## config.mk

```make
export PLATFORM = sky130hd
export DESIGN_NAME = uart_tx
export DESIGN_NICKNAME = d
export VERILOG_FILES = /design/src/rtl/uart_tx.sv
export SDC_FILE = /design/constraint.sdc
export NUM_CORES = 1
export LEC_CHECK = 0
export ABC_CLOCK_PERIOD_IN_PS = 8700
export CAP_MARGIN = 20
export CORE_AREA = 3 3 129 81
export DETAILED_ROUTE_END_ITERATION = 10
export DIE_AREA = 0 0 132 84
export SETUP_SLACK_MARGIN = 0.5
export SKIP_LAST_GASP = 1
export SLEW_MARGIN = 10
export SYNTH_ARGS = -nofsm -noshare
export SYNTH_HDL_FRONTEND = slang
export SYNTH_SLANG_ARGS = --single-unit
```

## constraint.sdc

```tcl
create_clock -name i_clk -period 8.7 [get_ports i_clk]
set_input_delay 0.87 -clock i_clk [delete_from_list [all_inputs] [get_ports i_clk]]
set_output_delay 0.87 -clock i_clk [all_outputs]
set_load 0.02 [all_outputs]
```

## src/rtl/uart_tx.sv

```systemverilog
// uart_tx: 8N1 serial transmitter with valid/ready byte intake and a per-frame latched baud divisor
module uart_tx #(
    parameter int DATA_BITS = 8,
    parameter int BAUD_W    = 20,
    parameter int MIN_BAUD  = 15
) (
    input  logic              i_clk,
    input  logic              i_rst_n,
    input  logic              i_sel,
    input  logic [BAUD_W-1:0] i_baud,
    input  logic              i_tx_valid,
    input  logic [DATA_BITS-1:0] i_tx_data,
    output logic              o_tx_ready,
    output logic              o_tx,
    output logic              o_tx_busy,
    output logic [3:0]        o_bit_cnt,
    output logic              o_baud_err
);
    typedef enum logic [1:0] {IDLE, START, DATA, STOP} state_t;
    state_t r_state, w_state_nxt;
    logic [DATA_BITS-1:0] r_shift, w_shift_nxt;
    logic [BAUD_W-1:0] r_cnt, w_cnt_nxt, r_baud_q, w_baud_q_nxt;
    logic [3:0] r_bit_cnt, w_bit_cnt_nxt;
    logic r_tx, w_tx_nxt;
    logic w_valid_baud, w_hs, w_tick;
    assign w_valid_baud = i_baud >= BAUD_W'(MIN_BAUD);
    assign w_hs = i_tx_valid & o_tx_ready;
    assign w_tick = (r_state != IDLE) && (r_cnt == r_baud_q - 1'b1);
    // State and datapath registers; tx idles high out of reset
    always_ff @(posedge i_clk) begin
        if (!i_rst_n) begin
            r_state   <= IDLE;
            r_shift   <= '0;
            r_cnt     <= '0;
            r_baud_q  <= '0;
            r_bit_cnt <= '0;
            r_tx      <= 1'b1;
        end else begin
            r_state   <= w_state_nxt;
            r_shift   <= w_shift_nxt;
            r_cnt     <= w_cnt_nxt;
            r_baud_q  <= w_baud_q_nxt;
            r_bit_cnt <= w_bit_cnt_nxt;
            r_tx      <= w_tx_nxt;
        end
    end
    // Next state: deselect aborts any frame, otherwise advance on bit-period ticks
    always_comb begin
        w_state_nxt = r_state;
        if (!i_sel)
            w_state_nxt = IDLE;
        else
            case (r_state)
                IDLE:    w_state_nxt = w_hs ? START : IDLE;
                START:   w_state_nxt = w_tick ? DATA : START;
                DATA:    w_state_nxt = (w_tick && r_bit_cnt == 4'(DATA_BITS)) ? STOP : DATA;
                STOP:    w_state_nxt = w_tick ? IDLE : STOP;
                default: w_state_nxt = IDLE;
            endcase
    end
    // Outputs and next datapath values; tx is precomputed from the next state so it is registered
    always_comb begin
        o_tx_ready    = i_rst_n & i_sel & w_valid_baud & (r_state == IDLE);
        o_baud_err    = i_sel & ~w_valid_baud;
        o_tx_busy     = r_state != IDLE;
        o_tx          = r_tx;
        o_bit_cnt     = r_bit_cnt;
        w_shift_nxt   = w_hs ? i_tx_data : (r_state == DATA && w_tick) ? r_shift >> 1 : r_shift;
        w_baud_q_nxt  = w_hs ? i_baud : r_baud_q;
        w_cnt_nxt     = (w_state_nxt == IDLE || w_hs || w_tick) ? '0 : r_cnt + 1'b1;
        w_bit_cnt_nxt = (w_state_nxt == IDLE) ? '0 : w_tick ? r_bit_cnt + 4'd1 : r_bit_cnt;
        w_tx_nxt      = (w_state_nxt == START) ? 1'b0 : (w_state_nxt == DATA) ? w_shift_nxt[0] : 1'b1;
    end
endmodule

```

==> results of run 1 <==
## power by group through the flow
stage	clock [mW]	combinational, mW	sequential [mW]
2_1_floorplan	0	0.0587	0.267
3_3_place_gp	0	0.0876	0.268
3_5_place_dp	0	0.0889	0.268
4_1_cts	0.210	0.0893	0.263
5_1_grt	0.224	0.100	0.263
6_report	0.204	0.0906	0.263
## worst register-to-register path, delay by kind of cell, from the launching register on
| family | cells | cell delay, ns |
|---|---|---|
| flops | 1 | 0.41 |
| compound gates | 1 | 0.42 |
| simple gates | 7 | 2.82 |
## cells by family after synthesis
family                     Yosys count  synth area share [%]
and+or+nand+nor                    189                  30.6
AOI/OAI and AO/OA                   59                  15.0
DFF                                 55                  35.0
xor gates and xnor gates            45                  12.5
buffers and inverters               23                  3.31
muxes                                6                  1.91
adders and majority gates            4                  1.59
## final timing paths
kind,from,end,slack (ns),cells after the start
worst max register to register,r_baud_q[4]$_SDFFE_PN0P_,o_tx$_SDFF_PN1_,4.94,8
worst min register to register,r_baud_q[18]$_SDFFE_PN0P_,r_baud_q[18]$_SDFFE_PN0P_,0.50,2
worst min-delay path,r_baud_q[18]$_SDFFE_PN0P_,r_baud_q[18]$_SDFFE_PN0P_,0.50,2
worst max-delay path,r_baud_q[4]$_SDFFE_PN0P_,o_tx$_SDFF_PN1_,4.94,8
## registers in the layout, summed over array words and instances (netlist names)
name       count
r_baud_q      20
r_cnt         20
r_shift        8
o_bit_cnt      4
r_state        2
o_tx           1
## stage by stage
stage               worst slack [ns]  total power, mW
global route                    4.60            0.588
floorplan                       5.69            0.325
detailed placement              4.88            0.357
CTS                             4.97            0.562
global placement                4.99            0.356
finish                          4.94            0.557
## cell type report
| cell class | instances | area, um2 | share of cell area, % |
|---|---|---|---|
| multi-input combinational | 303 | 1940 | 51.1 |
| sequential | 55 | 1100 | 29.0 |
| timing repair buffer | 42 | 420 | 11.1 |
| tap | 130 | 163 | 4.29 |
| clock buffer | 5 | 125 | 3.30 |
| clock inverter | 3 | 23.8 | 0.627 |
| inverter | 6 | 22.5 | 0.594 |
## per-layer routing
layer | routed length (um) | vias up
met2 | 3030 | 76
met5 | 0 | -
met3 | 427 | 4
met4 | 42 | 0
li1 | - | 1407
met1 | 4350 | 1304
## Yosys cell counts, drive strengths merged (3+ instances only)
master | instances | share of area [%]
a21oi | 4 | 0.64
mux2i | 6 | 1.9
ha | 4 | 1.6
a211oi | 3 | 0.72
nor3 | 6 | 0.96
or3 | 3 | 0.60
inv | 6 | 0.72
o21ai | 4 | 0.64
dfxtp | 55 | 35
xor2 | 24 | 6.7
a31o | 3 | 0.84
clkbuf | 8 | 0.96
nand2b | 4 | 0.80
a21boi | 22 | 5.3
buf | 9 | 1.6
nand2 | 63 | 7.5
nand4 | 12 | 2.4
and3 | 8 | 1.6
nand3 | 24 | 4.0
and2 | 5 | 1.0
nor4 | 11 | 3.3
or4 | 3 | 0.72
o211ai | 4 | 0.96
nor2 | 37 | 4.4
o21a | 3 | 0.72
xnor2 | 21 | 5.9
==> flow_summary.toml, run 1 <==
[final_layout]
nNetsFinal = 449
final_util_pct = 41.1
final_common_cell = "nand2_1"
fillers = 923
syn2layout_area_growth_pct = 20.7
diodes = 0
layout-drive-gt1-share_pct = 5.56
design_area_um2 = 3790
final_cells = 544
final_cell_mix = "63 x nand2_1, 55 x dfxtp_1, 39 x clkdlybuf4s50_1"

[grt]
met3_usage_pct = 3.43
grt_max_degree = 42
grt_overflow = 0
grt_pass1_vias = 2596
grt.total_usage_pct = 14.2
grt_pass1_wl_um = 12900
antenna_found_initial = 0
use_met1_pct = 22.4
busiest_layer = "met1"
grtUsageMet2_pct = 19.2

[critical_path]
slowest_stage = "nor4_4"
path_common_cell = "nor4_4"
critPathTopFamily = "simple AND/OR/NAND/NOR gates"
path_cells = "nor4_4 > nand2_1 > or4_1 > a2111oi_2 > nand3_2 > nor4_4 > and4_2 > nor3_1"
arrival_ns = 3.94
critical_path_class = "reg2reg"
crit_fanout = 13
crit_required_ns = 8.88
slowest_delay_ns = 0.75
end_kind = "flip-flop"
critPathBufInv = 0
cp-start-kind = "flip-flop"

[route]
drc = 0
ant_nets = 0
vias = 2791
wl_um = 7850
dr.pass1.iters = 5
detail_route.vias_per_cell = 5.13
wl_per_cell_um = 14.4
drt_iter0_markers = 265

[clocking]
clkLatencyLatePin_ns = 0.30
cts_sinks = 55
clock-root-buffer = "clkbuf_16"
cts_tree = "yes"
cts_buffers = 5
htreeDepth = 2
ctsHoldBuffers = 0
post_cts_buffers = 0
clk_pin_slew_ns = 0.07
ctsResizeCount = 0
cts_buffer_depth = 2

[floorplanning]
rows = 27
die_h_um = 84
ios = 40
core_um2 = 9220
die_area_um2 = 11100
die_w_um = 132
start_util_pct = 34.1

[pwr]
p_leak_nw = 1.29
pwr-share-seq_pct = 47.1
pwr-share-comb_pct = 16.2
switching_share_pct = 27.1
ir_drop_v = 0.0000826
clkPwrFrac_pct = 36.6
power_density_nw_per_um2 = 147
internal_power_uw = 406
p_switching_uw = 151

[yosys]
synth.avg_cell_area_um2 = 8.25
synthArstFlopShare_pct = 0
syn_nets = 417
ys_seq_area_share_pct = 35.0
synthFlopType = "dfxtp_1"
synth.distinct_cells = 57
syn_inst = 381
synth_edf_count = 0
ys.warnings.count = 0
synth-seq-cells = 55
synthesis.area_um2 = 3140

[place]
postPlaceCellArea_um2 = 3630
dp_hpwl_um = 5880
gp_congestion = 0.885
place_inst = 535
port_buffers = 39

[timing]
timing.hold.ws_ns = 0.497
period_share_pct = 43.2
slew_violations = 0
totalNegativeSetupSlack_ns = 0
finalCriticalPeriod_ns = 3.76
hold_viol = 0
fmax_mhz = 266
max-slew-margin-rel_pct = 28.0
tightest_slew_ns = 1.08
skew_ns = 0.00598
rsz0062_at_grt = "false"
setup_violations = 0

[worst_hold_path]
min_path_type = "reg2reg"

[outcome]
outcome = "finished, final reports clean"

[flow_run]
drv_cap = 0
Note: power is estimated with default switching activity, not from simulation.
==> inputs of run 2 (changes only) <==
--- a/config.mk
+++ b/config.mk
@@ -5,7 +5,7 @@
 export SDC_FILE = /design/constraint.sdc
 export NUM_CORES = 1
 export LEC_CHECK = 0
-export ABC_CLOCK_PERIOD_IN_PS = 8700
+export ABC_CLOCK_PERIOD_IN_PS = 3400
 export CAP_MARGIN = 20
 export CORE_AREA = 3 3 129 81
 export DETAILED_ROUTE_END_ITERATION = 10
==> constraint.sdc (replaced) <==
create_clock -name i_clk -period 3.4 [get_ports i_clk]
set_input_delay 0.34 -clock i_clk [delete_from_list [all_inputs] [get_ports i_clk]]
set_output_delay 0.34 -clock i_clk [all_outputs]
set_load 0.02 [all_outputs]
==> run 2 against run 1 <==
Global-route usage about the same. Sequential power rose to 2.6 times the previous value. Maximum frequency is 26% higher. Clock power up 150%. Count of clock-buffer cells in the layout did not move. Combinational power grew to 2.8 times the previous value. Utilization is 3.1 points higher. Critical endpoint is now r_shift[0]$_SDFF_PN0_. Largest cell class unchanged.
==> flow_summary.toml, run 2 (synthesis results as in run 1) <==
[route]
wl_per_cell_um = 15.0
wl_um = 8320
ant_nets = 0
drt_iter0_markers = 235
dr.pass1.iters = 4
vias = 2843
drc = 0
detail_route.vias_per_cell = 5.12

[critical_path]
end_kind = "flip-flop"
slowest_delay_ns = 0.53
crit_fanout = 13
cp-start-kind = "flip-flop"
path_cells = "or4_4 > or3_1 > a2111o_1 > a2111oi_4 > nand3_2 > nor4_4 > buf_6 > mux2i_1 > a31o_2"
slowest_stage = "or4_4"
critPathBufInv = 1
arrival_ns = 3.18
crit_required_ns = 3.59
critical_path_class = "reg2reg"
critPathTopFamily = "simple AND/OR/NAND/NOR gates"

[place]
dp_hpwl_um = 5940
port_buffers = 39
gp_congestion = 0.889
postPlaceCellArea_um2 = 3690

[timing]
hold_viol = 0
slew_violations = 0
skew_ns = 0.00488
max-slew-margin-rel_pct = 68.2
tightest_slew_ns = 0.475
period_share_pct = 88.0
rsz0062_at_grt = "true"
totalNegativeSetupSlack_ns = 0
finalCriticalPeriod_ns = 2.99
setup_violations = 0
fmax_mhz = 334

[floorplanning]
rows = 27
die_h_um = 84
ios = 40
core_um2 = 9220
die_area_um2 = 11100
start_util_pct = 34.1
die_w_um = 132

[final_layout]
layout-drive-gt1-share_pct = 14.1
regArea_um2 = 1110
reg_top3 = "r_baud_q x20, r_cnt x20, r_shift x8"
fillers = 906
multiInputGateArea_um2 = 2110
diodes = 0
design_area_um2 = 4080
final_cell_mix = "63 x nand2_1, 53 x dfxtp_1, 39 x clkdlybuf4s50_1"
final_util_pct = 44.3
syn2layout_area_growth_pct = 29.9
nNetsFinal = 460
final_common_cell = "nand2_1"

[pwr]
p_leak_nw = 1.39
power_density_nw_per_um2 = 352
ir_drop_v = 0.000198
fin_total_pwr_mw = 1.43

[clocking]
htreeDepth = 2
clkLatencyLatePin_ns = 0.30
cts_sinks = 55
cts_buffers = 5
cts_tree = "yes"
cts_buffer_depth = 2
clk_pin_slew_ns = 0.07
clock-root-buffer = "clkbuf_16"

[grt]
grt_overflow = 0
grt.total_usage_pct = 14.2
grt_pass1_wl_um = 12900
grt_max_degree = 41
grt_pass1_vias = 2512
antenna_found_initial = 0

[worst_hold_path]
min_path_type = "reg2reg"

[flow_run]
drv_cap = 0

[outcome]
outcome = "finished, final reports clean"
==> run 2: power breakdown <==
part / leakage [nW] / internal, mW / switching (mW) / total, mW
clock: 0.0733 / 0.270 / 0.235 / 0.504
sequential: 0.446 / 0.656 / 0.0181 / 0.674
combinational: 0.873 / 0.124 / 0.133 / 0.256
total: 1.39 / 1.05 / 0.386 / 1.43
==> run 2: per-stage QoR <==
step                setup slack (ns)  hold slack [ns]  std cells
global placement               0.380            0.478        542
detailed placement             0.381            0.486        542
global route                   0.284            0.513        555
floorplan                      0.512            0.456        381
finish                         0.409            0.490        555
CTS                            0.407            0.495        550
==> run 2: final cells by class <==
class / count / share of cell area (%)
clock buffer: 5 / 3.07
clock inverter: 3 / 0.368
timing repair buffer: 52 / 13.3
inverter: 6 / 0.552
tap: 130 / 3.99
sequential: 55 / 27.1
multi-input combinational: 304 / 51.6
==> run 2: metal layers <==
| metal | global-route usage [%] | vias up | wire length (um) |
|---|---|---|---|
| met5 | 0 | - | 0 |
| li1 | - | 1439 | - |
| met4 | 3.43 | 0 | 80 |
| met3 | 3.55 | 7 | 333 |
| met2 | 18.9 | 53 | 3190 |
| met1 | 22.3 | 1344 | 4720 |
==> run 2: what timing repair did <==
item | CTS | global route
gates resized for setup | 2 | 44
hold buffers | 0 | 0
pin swaps | 0 | 22
endpoints found under the setup margin | 30 | 35
setup buffers | 0 | 1
cloned | 0 | 4
==> run 2: worst reg2reg max path, cell delays in order, from the launching register on <==
cell	delay (ns)
dfxtp_4	0.37
or4_4	0.53
or3_1	0.35
a2111o_1	0.42
a2111oi_4	0.39
nand3_2	0.16
nor4_4	0.17
buf_6	0.21
mux2i_1	0.09
a31o_2	0.21
==> run 2: worst paths after layout <==
check | startpoint | to | cells after the start | slack (ns)
worst max-delay path | r_baud_q[9]$_SDFFE_PN0P_ | r_shift[0]$_SDFF_PN0_ | 9 | 0.41
worst min-delay path | r_baud_q[19]$_SDFFE_PN0P_ | r_baud_q[19]$_SDFFE_PN0P_ | 2 | 0.49
worst max register to register | r_baud_q[9]$_SDFFE_PN0P_ | r_shift[0]$_SDFF_PN0_ | 9 | 0.41
worst min register to register | r_baud_q[19]$_SDFFE_PN0P_ | r_baud_q[19]$_SDFFE_PN0P_ | 2 | 0.49
==> inputs of run 3 (changes only) <==
--- a/config.mk
+++ b/config.mk
@@ -7,12 +7,12 @@
 export LEC_CHECK = 0
 export ABC_CLOCK_PERIOD_IN_PS = 3400
 export CAP_MARGIN = 20
-export CORE_AREA = 3 3 129 81
+export CORE_AREA = 2 2 128 80
 export DETAILED_ROUTE_END_ITERATION = 10
-export DIE_AREA = 0 0 132 84
+export DIE_AREA = 0 0 130 82
 export SETUP_SLACK_MARGIN = 0.5
 export SKIP_LAST_GASP = 1
-export SLEW_MARGIN = 10
+export SLEW_MARGIN = 20
 export SYNTH_ARGS = -nofsm -noshare
 export SYNTH_HDL_FRONTEND = slang
 export SYNTH_SLANG_ARGS = --single-unit
==> run 3 against run 2 <==
Final cell count increased by 2.2%. Critical path depth unchanged. Flip-flop and latch count unchanged. Via count increased by 0.81%.
==> flow_summary.toml, run 3 (synthesis results as in run 1) <==
[outcome]
outcome = "finished, final reports clean"

[clocking]
clock-root-buffer = "clkbuf_16"
cts_buffer_depth = 2
cts_buffers = 5
ctsHoldBuffers = 0
clkLatencyLatePin_ns = 0.30
htreeDepth = 2
clk_pin_slew_ns = 0.07
cts_tree = "yes"
cts_sinks = 55

[critical_path]
crit_required_ns = 3.59
path_cells = "or4_4 > or3_4 > a2111o_1 > a2111oi_4 > nand3_2 > nor4_4 > buf_6 > mux2i_1 > a31o_2"
end_kind = "flip-flop"
r2r_end = "r_shift[0]$_SDFF_PN0_"
rr_worst_depth = 9
critPathTopFamily = "simple AND/OR/NAND/NOR gates"
r2r_slack_ns = 0.42
slowest_stage = "or4_4"
crit_fanout = 7
slowest_delay_ns = 0.53
r2r_start = "r_baud_q[9]$_SDFFE_PN0P_"
critPathBufInv = 1
cp-start-kind = "flip-flop"
arrival_ns = 3.18
critical_path_class = "reg2reg"

[final_layout]
syn2layout_area_growth_pct = 26.6
reg_top3 = "r_baud_q x20, r_cnt x20, r_shift x8"
diodes = 0
nNetsFinal = 467
final_common_cell = "nand2_1"
final_cells = 567
regArea_um2 = 1110
fillers = 964
layout-drive-gt1-share_pct = 11.6
final_cell_mix = "63 x nand2_1, 51 x dfxtp_1, 39 x clkdlybuf4s50_1"
multiInputGateArea_um2 = 1980
final_util_pct = 41.6

[route]
drc = 0
ant_nets = 0
drt_iter0_markers = 201
dr.pass1.iters = 5
wl_per_cell_um = 14.5
wl_um = 8210
detail_route.vias_per_cell = 5.05
vias = 2866

[timing]
finalCriticalPeriod_ns = 2.98
fmax_mhz = 335
tightest_slew_ns = 0.489
setup_violations = 0
rsz0062_at_grt = "true"
max-slew-margin-rel_pct = 67.1
timing.hold.ws_ns = 0.488
slew_violations = 0
totalNegativeSetupSlack_ns = 0
period_share_pct = 87.8
hold_viol = 0
skew_ns = 0.00748

[grt]
grt_pass1_wl_um = 13300
antenna_found_initial = 0
grt_pass1_vias = 2658
grt_overflow = 0
grt_max_degree = 41
grt.total_usage_pct = 16.0

[pwr]
internal_power_mw = 1.06
ir_drop_v = 0.000195
switching_share_pct = 26.4
power_density_nw_per_um2 = 362
clkPwrFrac_pct = 34.8
pwr-share-seq_pct = 46.7
fin_total_pwr_mw = 1.44
pwr-share-comb_pct = 18.5
p_switching_uw = 380
p_leak_nw = 1.41

[floorplanning]
core_um2 = 9560
rows = 28
die_w_um = 130
ios = 40
start_util_pct = 32.8
die_area_um2 = 10700
die_h_um = 82

[worst_hold_path]
holdPathEnd = "r_baud_q[18]$_SDFFE_PN0P_"
holdPathStages = 2
min_path_type = "reg2reg"
min-delay-start = "r_baud_q[18]$_SDFFE_PN0P_"

[place]
gp_congestion = 0.866
port_buffers = 39
dp_hpwl_um = 6230
place_inst = 550

[flow_run]
drv_cap = 0
==> run 3: cell count changes in the layout (fill, tap and decap cells not counted), sizes merged <==
cell and delta:
clkinv -2, nor3b -1, buf +10
==> run 3: cell type report <==
cell class | count | share of cell area, %
clock buffers | 7 | 3.33
clock inverters | 1 | 0.126
inverters | 6 | 0.566
multi-input cells | 303 | 49.8
flip-flops and latches | 55 | 27.9
well taps | 135 | 4.25
repair buffers | 60 | 14.1
==> run 3: worst min-delay path, stage by stage, from the launching register on <==
cell and delay [ns]:
dfxtp_1 0.33, nand2_1 0.05, a21boi_0 0.06
==> run 3: repair_timing <==
item / 4_1_cts / 5_1_grt
setup endpoints to repair: 31 / 35
cloned: 1 / 1
buffers inserted: 3 / 4
pin swaps: 0 / 1
resized for setup: 6 / 12
==> run 3: metal layers <==
layer  vias up  global-route usage, %  wire length, um
met5         -                      0                0
met4         0                   3.23               55
met3         9                   3.65              451
met2        74                   22.4             3300
met1      1336                   24.7             4400
li1       1447                      -                -
==> run 3: worst max-delay path by stage <==
| stage | startpoint | slack (ns) | endpoint | cells after the start |
|---|---|---|---|---|
| 6_report | r_baud_q[9]$_SDFFE_PN0P_ | 0.42 | r_shift[0]$_SDFF_PN0_ | 9 |
| 3_5_place_dp | r_baud_q[9]$_SDFFE_PN0P_ | 0.38 | r_shift[0]$_SDFF_PN0_ | 9 |
| 3_3_place_gp | r_baud_q[9]$_SDFFE_PN0P_ | 0.47 | r_shift[4]$_SDFFE_PN0P_ | 9 |
| 2_1_floorplan | r_baud_q[9]$_SDFFE_PN0P_ | 0.51 | r_shift[5]$_SDFFE_PN0P_ | 9 |
| 5_1_grt | r_baud_q[9]$_SDFFE_PN0P_ | 0.32 | r_shift[0]$_SDFF_PN0_ | 9 |
| 4_1_cts | r_baud_q[9]$_SDFFE_PN0P_ | 0.41 | r_shift[0]$_SDFF_PN0_ | 9 |
==> run 3: power groups by stage <==
stage | Clock, mW | Combinational [mW] | Sequential, mW
3_5_place_dp | 0 | 0.244 | 0.687
6_report | 0.501 | 0.266 | 0.673
5_1_grt | 0.539 | 0.289 | 0.674
4_1_cts | 0.518 | 0.249 | 0.672
2_1_floorplan | 0 | 0.151 | 0.683
3_3_place_gp | 0 | 0.239 | 0.687
==> run 3: through the flow <==
stage	cell area, um2	setup slack [ns]
final	3980	0.415
after global routing	3980	0.324
after CTS	3900	0.411
after detailed placement	3710	0.380
after global placement	3710	0.466
after floorplan	3150	0.512
